$ cat config.mk
export PLATFORM = sky130hd
export DESIGN_NAME = bp_table_ctrl
export DESIGN_NICKNAME = d
export VERILOG_FILES = /design/src/rtl/bp_table_ctrl_pkg.sv /design/src/rtl/bp_table_ctrl_sat.sv /design/src/rtl/bp_table_ctrl.sv
export SDC_FILE = /design/constraint.sdc
export NUM_CORES = 1
export LEC_CHECK = 0
export ABC_CLOCK_PERIOD_IN_PS = 2800
export CORE_ASPECT_RATIO = 1.25
export CORE_UTILIZATION = 51
export CTS_CLUSTER_DIAMETER = 150
export CTS_CLUSTER_SIZE = 8
export DETAILED_ROUTE_END_ITERATION = 10
export PLACE_DENSITY = 0.75
export SLEW_MARGIN = 5
export SYNTH_ARGS = -nofsm -noshare
export SYNTH_HDL_FRONTEND = slang
export SYNTH_HIERARCHICAL = 1
export SYNTH_SLANG_ARGS = --single-unit
$ cat constraint.sdc
create_clock -name clk -period 2.8 [get_ports clk]
set_input_delay 0.56 -clock clk [delete_from_list [all_inputs] [get_ports clk]]
set_output_delay 0.56 -clock clk [all_outputs]
set_load 0.005 [all_outputs]
$ cat src/rtl/bp_table_ctrl_pkg.sv
// Shared types and defaults for the branch-predictor table controller.
// Latency: n/a (types and constants only).
// Backpressure: n/a.
package bp_table_ctrl_pkg;

  // INIT walks the table writing the reset value; RUN serves predict/update.
  typedef enum logic {
    ST_INIT = 1'b0,
    ST_RUN  = 1'b1
  } state_e;

  localparam int DEF_INDEX_BITS   = 4;
  localparam int DEF_COUNTER_BITS = 2;
  localparam int DEF_INIT_VALUE   = 1;  // weakly not-taken
  localparam int DEF_STARVE_LIMIT = 2;

endpackage

$ cat src/rtl/bp_table_ctrl_sat.sv
// Saturating up/down step for one predictor counter (sat_counter_next).
// Latency: combinational.
// Backpressure: none; pure function of value_i/taken_i.
// Ports: value_i current count, taken_i resolved direction, next_o new count.
module sat_counter_next
  import bp_table_ctrl_pkg::*;
#(
  parameter int WIDTH = DEF_COUNTER_BITS
) (
  input  logic [WIDTH-1:0] value_i,
  input  logic             taken_i,
  output logic [WIDTH-1:0] next_o
);

  // Step toward the resolved direction, pinned at 0 and all-ones.
  always_comb begin
    next_o = value_i;
    if (taken_i && (value_i != '1)) begin
      next_o = value_i + 1'b1;
    end else if (!taken_i && (value_i != '0)) begin
      next_o = value_i - 1'b1;
    end
  end

endmodule

$ cat src/rtl/bp_table_ctrl.sv
// Branch-predictor counter table with single shared access slot, predict/update arbitration.
// Latency: prediction returned 1 cycle after req_ready; update visible to the next grant.
// Backpressure: req_ready/upd_ready are the grants; requesters hold until granted, nothing queued.
// Ports: clk/rst (sync, active-high); req_* predict request; pred_* prediction result;
//        upd_* resolved-branch update; init_done high once the table has been initialised.
module bp_table_ctrl
  import bp_table_ctrl_pkg::*;
#(
  parameter int INDEX_BITS   = DEF_INDEX_BITS,
  parameter int COUNTER_BITS = DEF_COUNTER_BITS,
  parameter int INIT_VALUE   = DEF_INIT_VALUE,
  parameter int STARVE_LIMIT = DEF_STARVE_LIMIT
) (
  input  logic                  clk,
  input  logic                  rst,
  input  logic                  req_valid,
  input  logic [INDEX_BITS-1:0] req_idx,
  output logic                  req_ready,
  output logic                  pred_valid,
  output logic                  pred_taken,
  input  logic                  upd_valid,
  input  logic [INDEX_BITS-1:0] upd_idx,
  input  logic                  upd_taken,
  output logic                  upd_ready,
  output logic                  init_done
);

  localparam int DEPTH = 1 << INDEX_BITS;
  localparam int SW    = (STARVE_LIMIT < 1) ? 1 : $clog2(STARVE_LIMIT + 1);
  localparam logic [COUNTER_BITS-1:0] INIT_CNT = COUNTER_BITS'(INIT_VALUE);

  state_e                  state_q;
  logic [INDEX_BITS-1:0]   wptr_q;
  logic [SW-1:0]           starve_q, starve_d;
  logic                    init_done_q;
  logic                    pred_valid_q;
  logic                    pred_taken_q;
  logic [COUNTER_BITS-1:0] table_q [DEPTH];
  logic [COUNTER_BITS-1:0] upd_next;
  logic                    run;
  logic                    starve_full;
  logic                    req_wins;

  // Grants are gated by rst so nothing is handed out in the reset cycle.
  assign run         = (state_q == ST_RUN) && !rst;
  assign starve_full = (starve_q == SW'(STARVE_LIMIT));
  // Update normally owns the slot; a predict that has waited STARVE_LIMIT grants takes it.
  assign req_wins    = req_valid && (!upd_valid || starve_full);
  assign req_ready   = run && req_wins;
  assign upd_ready   = run && upd_valid && !req_wins;

  assign pred_valid = pred_valid_q;
  assign pred_taken = pred_taken_q;
  assign init_done  = init_done_q;

  // Count only update grants that a waiting predict lost; any gap in req_valid forgives.
  always_comb begin
    starve_d = starve_q;
    if (!req_valid || req_ready) begin
      starve_d = '0;
    end else if (upd_ready && !starve_full) begin
      starve_d = starve_q + 1'b1;
    end
  end

  always_ff @(posedge clk) begin
    if (rst) begin
      state_q      <= ST_INIT;
      wptr_q       <= '0;
      init_done_q  <= 1'b0;
      pred_valid_q <= 1'b0;
      pred_taken_q <= 1'b0;
      starve_q     <= '0;
    end else begin
      starve_q     <= starve_d;
      pred_valid_q <= req_ready;
      if (req_ready) begin
        pred_taken_q <= table_q[req_idx][COUNTER_BITS-1];
      end
      case (state_q)
        ST_INIT: begin
          wptr_q <= wptr_q + 1'b1;
          if (&wptr_q) begin
            state_q     <= ST_RUN;
            init_done_q <= 1'b1;
          end
        end
        ST_RUN: begin
        end
        default: state_q <= ST_INIT;
      endcase
    end
  end

  sat_counter_next #(
    .WIDTH (COUNTER_BITS)
  ) u_sat (
    .value_i (table_q[upd_idx]),
    .taken_i (upd_taken),
    .next_o  (upd_next)
  );

  // Flop array: the init walk and updates never collide because updates only occur in RUN.
  always_ff @(posedge clk) begin
    if (!rst) begin
      if (state_q == ST_INIT) begin
        table_q[wptr_q] <= INIT_CNT;
      end else if (upd_ready) begin
        table_q[upd_idx] <= upd_next;
      end
    end
  end

endmodule

# Word-level counts from Yosys, hierarchy flattened
# Memory sizes are Yosys's and may differ from the RTL's. A register that Yosys moved wholly into a read port is not among the register bits.
# Index checks and enable logic that the tools add are counted.
# word_totals
regBits	9
latch_bits	0
ramBits	32
rom_bits	0
n_memories	1
# op_classes
add_sub_neg	4
multipliers	0
div	0
n_lt_le_gt_ge	0
eq_ne	2
n_shift	0
n_mux	14
n_bitwise	1
reduce_logical	21
# memory_table
memory	depth	word_bits	read_ports	rd_ports_with_merged_regs	wr	line_no	source
table_q	16	2	2	1	1	bp_table_ctrl.sv:38	logic [COUNTER_BITS-1:0] table_q [DEPTH];
# op_table
cell	count
$mux 1	10
$logic_and 1x1->1	8
$logic_not 1->1	6
$mux 2	3
$reduce_and 5->1	1
$add 2x1->2 const B	2
$add 4x1->4 const B	1
$mux 4	1
$reduce_and 4->1	1
$reduce_or 2->1	2
$eq 2x2->1 const B	1
$logic_or 1x1->1	2
$ne 2x2->1 const B	1
$reduce_bool 2->1	1
$sub 2x1->2 const B	1
$not 1->1	1

# Depth between registers and ports, before layout
# logic_depth
depth_word	11
mapped_depth	8

# Hierarchy
# The synthesis kept the hierarchy.
# modules_own_cells
mod	n_inst	cells_each	area_per_inst_um2	seq_area_each_um2
bp_table_ctrl	1	145	2016.9	1161.1
sat_counter_next	1	7	60.1	0.0

# Worst setup path after synthesis
# OpenSTA, ideal clock, no wires.
# synth_path
path_type	in2reg
start	in upd_idx[0]
end	mem table_q[0][0] (netlist bit), data pin
setup_time_ps	324
t_arrival_ps	2387
required_ps	2476
slack_ps	90
stages	7
path_buffers	1
path_cell_list	buf_6 > mux4_1 > mux4_2 > ha_1 > mux2i_1 > xnor2_1 > nand2b_1
# synth_between
elab_chain_len	6
# synth_lines
element	line_no	source
start: declaration	bp_table_ctrl.sv:22	input logic [INDEX_BITS-1:0] upd_idx,
$mem_v2 16x2 *	--	
parallel branches: the longest is 3 deep, another holds $sub 2x1->2	--	
$mux 2 *	bp_table_ctrl_sat.sv:18	if (taken_i && (value_i != '1)) begin
named net upd_next[0]	bp_table_ctrl.sv:39	logic [COUNTER_BITS-1:0] upd_next;
$mux 2 (no line) *	--	
end: declaration	bp_table_ctrl.sv:38	
# Mark *: on every way through the listed nets, which the timed path passes.

# Worst setup path after layout
# layout_path
start	in upd_valid
end	out upd_ready
# layout_between
elab_chain_len	5
# layout_lines
element	line_no	source
start: declaration	bp_table_ctrl.sv:21	input logic upd_valid,
$logic_not 1->1	bp_table_ctrl.sv:48	assign req_wins = req_valid && (!upd_valid || starve_full);
$logic_or 1x1->1	bp_table_ctrl.sv:48	
$logic_and 1x1->1	bp_table_ctrl.sv:48	
$logic_not 1->1	bp_table_ctrl.sv:50	assign upd_ready = run && upd_valid && !req_wins;
$logic_and 1x1->1 *	bp_table_ctrl.sv:50	
end: declaration	bp_table_ctrl.sv:24	output logic upd_ready,
# Every way passes the cells marked *; elsewhere a longest branch is shown, timed or not.

==> summary.md <==
| Metric | Value |
|---|---|
| Final min period | `2660 ps` |
| Clk slew on worst S/H paths | `approximately 70 ps` |
| CP Class | `input pin to output pin` |
| Rows | `25` |
| Slew margin rel. | `between 60% and 70%` |
| Path depth of the worst reg2reg path | `7` |
| CP Data Required Time | `2240 ps` |
| Max-cap violations | `0` |
| Max-slew violation total from the final report | `0` |
| Post-Synthesis Cell Area | `0.00208 mm²` |
| Finished Core Util | `about two thirds` |
| Via count | `1319` |
| Pwr Density | `479 mW/mm²` |
| Clk root buf | `clkbuf_8` |
| Setup crit end kind | `output pin` |
| HPWL Detailed | `3.27 mm` |
| Router iterations before antenna repair | `5` |
| Hold_ws | `around 480 ps` |
| Top cell type's share of synthesized area | `~46%` |
| Starting Density | `a little over half` |
| Fin Setup TNS | `0 ps` |
| Hold depth | `2` |
| CTS Sinks | `42` |
| Distinct cells, synth | `32` |
| Max Freq | `approximately 380 MHz` |
| Sw Ratio | `between 20% and 30%` |
| Post-Route WL | `around 4.4 mm` |
| Area of the core region | `~0.0038 mm²` |
| Io pins | `18` |
| Drt first-iter violations | `62` |
| Number of CTS-inserted buffers | `5` |
| Place WS | `-663 ps` |
| Post-synth net total | `about 170` |
| Critical Path Fanout Max | `11` |
| Worst-margin pin slew | `around 440 ps` |
| Worst hold endpoint | `init_done` |
| Sequential Power Share | `a little under three fifths` |
| H-tree depth | `2` |
| Multi-input gate area | `about 840 µm²` |
| Worst path max stage delay | `~530 ps` |
| Antenna diodes | `0` |
| Dominant cells by area after synthesis | `edfxtp_1 (46%), mux4_1 (10%), dfxtp_1 (9.6%)` |
| First-pass GRT wire length | `around 7 mm` |
| Fraction of the yosys area taken by sequential cells | `a little under three fifths` |
| WP data arrival | `about 2100 ps` |
| Synth warn | `6` |
| Final antenna-violating net count | `0` |
| Fill count | `314` |
| Final worst setup slack | `137 ps` |
| Peak supply drop | `about 0.37 mV` |
| Storage cell area | `roughly 0.0012 mm²` |
| Hold Vio Cnt, Final | `0` |
| RSZ-0062 raised after global routing | `false` |
| Status | `finished clean` |
| Total track usage | `a little under a quarter` |
| Final setup fails | `0` |
| Top_reg_cell synth | `edfxtp_1` |
| Final instance area | `about 0.0025 mm²` |
| Hold Path Class | `flop to flop` |
| CTS max path bufs | `2` |
| Critical Path Start | `upd_valid` |
| Vias in the first global route | `roughly 1400` |
| Async SR Flop Fraction | `0%` |
| Top cell by count, worst path | `clkdlybuf4s50_1` |
| Die Area | `around 0.0043 mm²` |
| Pleak | `between 0.0009 and 0.001 µW` |
| Layout cell share with drive strength beyond 1 | `a little over a fifth` |
| GRT Residual Overflow | `0` |
| Die width | `just under 60 µm` |
| FF+latch count, synth | `42` |
| Setup crit start kind | `input pin` |
| Pin count of the biggest net entering global routing | `17` |
| DRC Markers | `0` |
| Worst r2r src | `table_q[10][0]` |
| Die extent in y | `73.4 µm` |
| IO Port Bufs | `17` |
| CTS Hold Bufs | `0` |
| Worst r2r dst | `table_q[1][0]` |
| Clk network pwr share | `between 30% and 40%` |
| Hold_sp | `init_done` |
| Crit-path slowest cell | `clkdlybuf4s50_1` |
| Int Pwr | `around 940 µW` |
| Most frequent cells in the layout | `edfxtp_1 (32), nor2_1 (31), clkdlybuf4s50_1 (15)` |
| Synthesis-to-layout area growth | `20.5%` |
| Synth area leader | `edfxtp_1` |
| Vias per Instance | `5.52` |
| Crit path cell chain | `clkdlybuf4s50_1 -> nand2_1 -> a211oi_1 -> buf_4 -> clkdlybuf4s50_1` |
| Clk_lat worst skew | `roughly 290 ps` |
| Final #Nets | `between 200 and 250` |
| Initial antenna violation count | `0` |
| Routed len/inst | `between 15 and 20 µm` |
| Commonest non-fill, non-tap cell in the layout | `edfxtp_1` |
| EDFF count, synth | `32` |
| Mapped Avg Cell Area | `13.7 µm²` |
| Net Sw Power | `approximately 260 µW` |
| Period utilization | `95.1%` |
| Gate power share | `10.7%` |
| CTS tree | `built` |
| R2r setup slk | `370 ps` |
| Mapped Cells | `~150` |
| Worst Skew | `between 7 and 8 ps` |
| Area post-placement | `between 0.002 and 0.0025 mm²` |
| Final Wtd Congestion | `approximately 0.82` |
[worst max-delay path by stage]
stage	to	slack (ps)	cells past startpoint
after floorplan	table_q[0][0]	90	7
after global placement	table_q[1][0]	-530	9
after detailed placement	table_q[4][1]	-660	8
after CTS	table_q[11][0]	20	9
after global routing	upd_ready	30	5
final	upd_ready	140	5
[worst max-delay path: cells and delay by family]
family,cells,cell delay [ps]
AOI/OAI and AO/OA,1,220
buffers and inverters,3,1260
and+or+nand+nor,1,60
[cells in the mapped netlist, types with 3 or more instances]
master     n
nand2_1    3
a32oi_1    3
nand2b_1   4
buf_2      3
mux4_1     8
xnor2_1    3
nor2b_1    6
nand3_1    3
dfxtp_1   10
edfxtp_1  32
mux2i_1   11
mux4_2     4
ha_1       4
nor2_1    31
inv_1      7
[per-layer routing]
metal  up-vias  wire [µm]  GRT usage (%)
met5         -          0              0
met4         0        129           11.1
met3        12        149           6.16
met2        33       2340           41.7
met1       646       1780           25.1
li1        628          -              -
[logic make-up (layout without fill, tap and decap cells)]
family                   after synthesis  in the layout  synth area share (%)
XOR/XNOR                               4              4                  1.69
flip-flops                            42             42                  55.9
AO/OA/AOI/OAI                         11             11                  4.28
buffers and inverters                 13             46                  2.89
multiplexers                          24             24                  20.3
AND/OR/NAND/NOR                       54             54                  12.5
adder cells (fa/ha/maj)                4              4                  2.41
[flip-flops by register name, indices dropped and copies added, names as in the netlist]
| name | cells |
|---|---|
| init_done | 1 |
| wptr_q | 4 |
| pred_valid | 1 |
| starve_q | 2 |
| table_q | 32 |
| state_q | 1 |
| pred_taken | 1 |
[repair_timing]
item,4_1_cts,5_1_grt
setup endpoints to repair,32,16
resized for setup,13,5
gates cloned,1,1
buffers inserted,1,0
[power groups by stage]
stage | registers (µW) | logic (µW) | clock network [µW]
CTS | 677 | 124 | 401
global route | 678 | 139 | 425
floorplan | 689 | 67.2 | 0
global placement | 691 | 112 | 0
detailed placement | 691 | 117 | 0
finish | 678 | 128 | 393
[stage by stage]
step | cells | total power (µW)
floorplan | 152 | 756
global placement | 228 | 802
detailed placement | 228 | 809
CTS | 238 | 1200
global route | 239 | 1240
finish | 239 | 1200
[cell type report]
cell class	instances	area share, %
tap	54	2.70
sequential	42	46.4
clock buffer	7	3.45
clock inverter	1	0.200
timing repair buffer	31	12.7
multi-input combinational	97	33.5
inverter	7	1.05
Note: power is estimated with default switching activity, not from simulation.
==> RTL change 1 (config.mk and constraints unchanged) <==
The package constant `DEF_COUNTER_BITS` goes from 2 to 3.
--- a/src/rtl/bp_table_ctrl_pkg.sv
+++ b/src/rtl/bp_table_ctrl_pkg.sv
@@ -10,7 +10,7 @@
   } state_e;
 
   localparam int DEF_INDEX_BITS   = 4;
-  localparam int DEF_COUNTER_BITS = 2;
+  localparam int DEF_COUNTER_BITS = 3;
   localparam int DEF_INIT_VALUE   = 1;  // weakly not-taken
   localparam int DEF_STARVE_LIMIT = 2;
 
Function: no difference found for any inputs over 10 cycles, from zero or initial values and one cycle with rst high; that may be too few to reach the edited logic, so the function may still have changed.
==> RTL change 1 against the original RTL <==
The run now ends with setup timing left; sequential power up 39%; sequential cell count grew 16; area after synthesis grew 32%; clock power grew 120%; critical endpoint is now table_q[9][1]; cell count grew 25%; setup slack got worse by 0.18 ns; routed wire length grew 39%; highest routed layer unchanged; design area increased by 41%; global-route usage grew 0.63 points; power up 66%.
==> RTL change 1: results (changes against the original RTL) <==
The flow ran to the end, but the final reports show violations. The checks that failed: setup timing. The largest fanout of any net on the critical path is 8 (-3). The total CTS buffers is 9 (+4).

The total global-route track usage came to 23.9% (+0.63 points). The slowest stage cell on the critical path is mux4_2. The area fraction of the dominant cell type after synthesis is 52.7% (+6.5 points). The register area was 1640 um^2 (+41%).

The number of flip-flops under the largest register name is 48 (+50%). The worst-case clock skew is 0.0103 ns (+0.00316 ns). The cell type group with the largest total delay on the critical path is multiplexers.

The post-route worst setup slack came out at -0.0407 ns (-0.178 ns). The maximum ir drop on the vdd rail was 0.000529 V (+44%). The data arrival time of the critical path came out at 2.91 ns (+0.81 ns).

The first-pass GRT wire length was 9260 um (+33%). The mean routed wirelength per cell came out at 20.4 um (+11%). The placement-stage cell area is 3130 um^2 (+31%). The number of global-route vias before repair came out at 1,848 (+30%). The placed wire-length estimate after detailed placement is 4360 um (+33%). The post-synthesis instance total came out at 185 (+22%). The post-placement cell count is 272 (+19%).

The largest registers in the layout are table_q: 48 flops, wptr_q: 4 flops, starve_q: 2 flops. The latest clock arrival within the worst-skew pair was 0.33 ns (+0.04 ns). The xor/xnor cell area share of the yosys netlist is 1.28% (-0.41 points).

The number of design-rule violations left by the first detailed-router iteration is 140 (+130%). The ratio of cells with drive above 1 in the final layout came to 32.5% (+11 points). The multiplexer share of the synthesized area is 18.7% (-1.6 points). After synthesis, the cell types taking the most area are edfxtp_1, mux4_2, dfxtp_1. The part of the Yosys area used for sequential elements is 60.0% (+4.1 points). The number of endpoints failing setup at the final stage came out at 32 (+32). The number of nets in the synthesized netlist is 204 (+21%). The number of flops mapped to enable cells by yosys was 48 (+50%). The number of fill cells in the layout was 339 (+8.0%). The number of detailed-routing iterations run before antenna repair is 4 (-1). The H-tree level count is 3 (+1). The area share of fa/ha/maj cells after synthesis came out at 2.75% (+0.34 points).

The count of distinct cell types in the synthesized netlist came out at 33 (+3.1%). The headroom to the max-slew limit came out at 69.0% (-0.95 points). The complex-gate fraction of the synthesized area is 3.48% (-0.80 points).
==> RTL change 1: cell count changes after synthesis, moves of 2 or more <==
| cell | change |
|---|---|
| nor3_1 | +2 |
| mux2i_1 | -2 |
| edfxtp_1 | +16 |
| clkbuf_1 | +2 |
| and3b_2 | +2 |
| a211o_1 | +2 |
| nand3_1 | -2 |
| ha_1 | +2 |
| inv_1 | +2 |
| mux4_2 | +13 |
| mux4_1 | -8 |
==> RTL change 1: metal layers <==
metal	wire length, um	track usage [%]
met3	397	7.92
met2	3250	40.2
met5	0	0
met4	209	13.0
met1	2230	25.3
==> RTL change 1: path summary, 6_finish.rpt <==
check                                     end  depth (start not counted)     startpoint  slack, ns
worst max register to register  table_q[9][1]                          8  table_q[3][0]       0.05
worst min register to register      init_done                          2      init_done       0.49
worst max-delay path            table_q[9][1]                         10     upd_idx[0]      -0.04
worst min-delay path                init_done                          2      init_done       0.49
==> RTL change 1: metrics by stage <==
step / power (W) / setup TNS [ns]
final: 0.00199 / -0.957
after global routing: 0.00205 / -1.88
after CTS: 0.00198 / -0.697
after detailed placement: 0.00112 / -41.51
after global placement: 0.00111 / -37.58
after floorplan: 0.00106 / -13.15
==> RTL change 1: repair_timing <==
action	CTS	global route
setup buffers	6	1
gates cloned	3	1
endpoints found under the setup margin	48	48
hold endpoints to repair	0	0
resized for setup	16	5
pin swaps	3	6
==> RTL change 1: cell families (layout without fill, tap and decap cells) <==
logic type                 count (synthesis)  after routing
AOI/OAI and AO/OA                         12             12
and+or+nand+nor                           59             61
xor gates and xnor gates                   4              4
adders and majority gates                  6              6
muxes                                     29             29
DFF                                       58             58
buffers and inverters                     17             67
==> RTL change 1: layout make-up <==
type,instances,share of cell area (%)
timing repair buffer,42,12.8
inverter,9,0.959
tap,62,2.20
clock inverter,7,2.88
multi-input combinational,112,31.0
clock buffer,9,3.52
sequential,58,46.6
==> RTL change 1: worst min-delay path: stages (launching register included) <==
cell and delay [ns]:
dfxtp_1 0.33, a41oi_1 0.05, nor2_1 0.08
==> RTL change 1: power groups by stage <==
| stage | clock network, W | logic, W | registers, W |
|---|---|---|---|
| 4_1_cts | 0.000858 | 0.000181 | 0.000942 |
| 3_3_place_gp | 0 | 0.000152 | 0.000960 |
| 5_1_grt | 0.000902 | 0.000206 | 0.000943 |
| 6_report | 0.000852 | 0.000192 | 0.000942 |
| 3_5_place_dp | 0 | 0.000158 | 0.000961 |
| 2_1_floorplan | 0 | 0.000102 | 0.000957 |
==> RTL change 2 (same flow settings) <==
Without the edit above. Put one more register stage on the output `pred_valid`. The value now appears one clock later. The other outputs are not delayed to match.
--- a/src/rtl/bp_table_ctrl.sv
+++ b/src/rtl/bp_table_ctrl.sv
@@ -49,7 +49,9 @@
   assign req_ready   = run && req_wins;
   assign upd_ready   = run && upd_valid && !req_wins;
 
-  assign pred_valid = pred_valid_q;
+  always_ff @(posedge clk) begin
+    pred_valid <= pred_valid_q;
+  end
   assign pred_taken = pred_taken_q;
   assign init_done  = init_done_q;
 
Formal check against the unedited RTL: no difference found for any inputs over 10 cycles, from zero or initial values and one cycle with rst high; that may be too few to reach the edited logic, so the function may still have changed.
==> RTL change 2 against the original RTL <==
Non-clock buffer count shrank 2; design area grew 1.5%; sequential cell count grew 1; setup slack lost 0.074 ns; routed wire length shrank 3.6%; power grew 1.8%; die area grew 0.93%; global-route usage shrank 1.3 points; sequential share of layout area grew 0.080 points; area after synthesis grew 0.96%; critical path type is now in -> reg; highest routed layer unchanged.
==> RTL change 2: results (changes against the original RTL) <==
The run finished with clean final reports. The routability congestion estimate from global placement is 0.888 (+9.0%). The non-filler instance count after layout is 238 (-0.42%). The complex-gate fraction of the synthesized area is 4.24% (-0.041 points). The areal power density over the cells came out at 480 nW/um^2 (+0.21%).

The number of instances on the worst hold path is 0 (-2). The first-pass GRT wire length is 6580 um (-5.6%). The setup slack at placement is -0.614 ns (+0.0487 ns). The headroom to the max-slew limit is 68.9% (-1.1 points). The data arrival time of the critical path is 2.79 ns (+0.69 ns). The worst-case clock skew is 0.00646 ns (-0.000633 ns). The number of resized instances in the post-cts repair step is 9 (-4). The startpoint of the most critical register-to-register path is table_q[14][1]. The number of detailed-routing iterations run before antenna repair came out at 4 (-1). The xor/xnor cell area share of the yosys netlist is 1.67% (-0.016 points). The sequential share of power was 56.7% (about the same). The placement-stage cell area came to 2400 um^2 (+0.52%). The number of clock buffer instances in the layout is 5 (-2). The post-synthesis sequential element count came out at 43 (+2.4%). The area fraction of the dominant cell type after synthesis was 45.8% (-0.44 points). In the post-synthesis netlist, the biggest area contributors are edfxtp_1, dfxtp_1, mux4_1. The ratio of cells with drive above 1 in the final layout is 20.1% (-0.97 points). The maximum ir drop on the vdd rail is 0.000318 V (-14%). On the critical path the largest part of the delay comes from multiplexers. The number of buffers added for setup after CTS came out at 0 (-1).

The area share of buffers outside the clock network came out at 12.2% (-0.59 points). The wire length reported by the detailed router came out at 4230 um (-3.6%). The part of the Yosys area used for sequential elements came out at 56.3% (+0.42 points).

The area share of fa/ha/maj cells after synthesis is 2.39% (-0.023 points). The multiplexer share of the synthesized area is 20.1% (-0.19 points). The placed wire-length estimate after detailed placement came to 3020 um (-7.5%). The internal reg-to-reg setup slack came out at 0.34 ns (-0.03 ns). The number of nets in the synthesized netlist was 170 (+0.59%).

The largest fanout of any net on the critical path is 16 (+5). The number of fill cells in the layout is 295 (-6.1%). The register area is 1180 um^2 (+1.7%). In this run the worst setup path begins at upd_idx[1]. The share of power burned in combinational logic was 10.5% (-0.2 points). The count of buffers not belonging to the clock network in the layout is 29 (-6.5%).

The number of nets in the finished design came out at 200 (-0.50%). The leakage power summed over all cells is 0.936 nW (+2.2%).
[RTL change 2: changes by cell type in the layout (fill, tap and decap cells not counted), moves of 2 or more]
cell    change
mux4_1      +4
buf_4       -2
mux4_2      -4
inv_1       -2
inv_2       +2
[RTL change 2: metal layers]
layer | vias up | GRT usage, % | wire length (um) | share of wire, %
met4 | 0 | 11.1 | 136 | 3.2
met1 | 663 | 23.1 | 1520 | 36
met5 | - | 0 | 0 | 0
met3 | 13 | 6.34 | 273 | 6.4
met2 | 57 | 39.2 | 2310 | 55
li1 | 633 | - | - | -
[RTL change 2: through the flow]
stage / hold slack, ns / total power [W]
2_1_floorplan: 0.310 / 0.000771
3_3_place_gp: 0.315 / 0.000815
3_5_place_dp: 0.318 / 0.000820
4_1_cts: 0.339 / 0.00122
5_1_grt: 0.352 / 0.00126
6_report: 0.334 / 0.00122
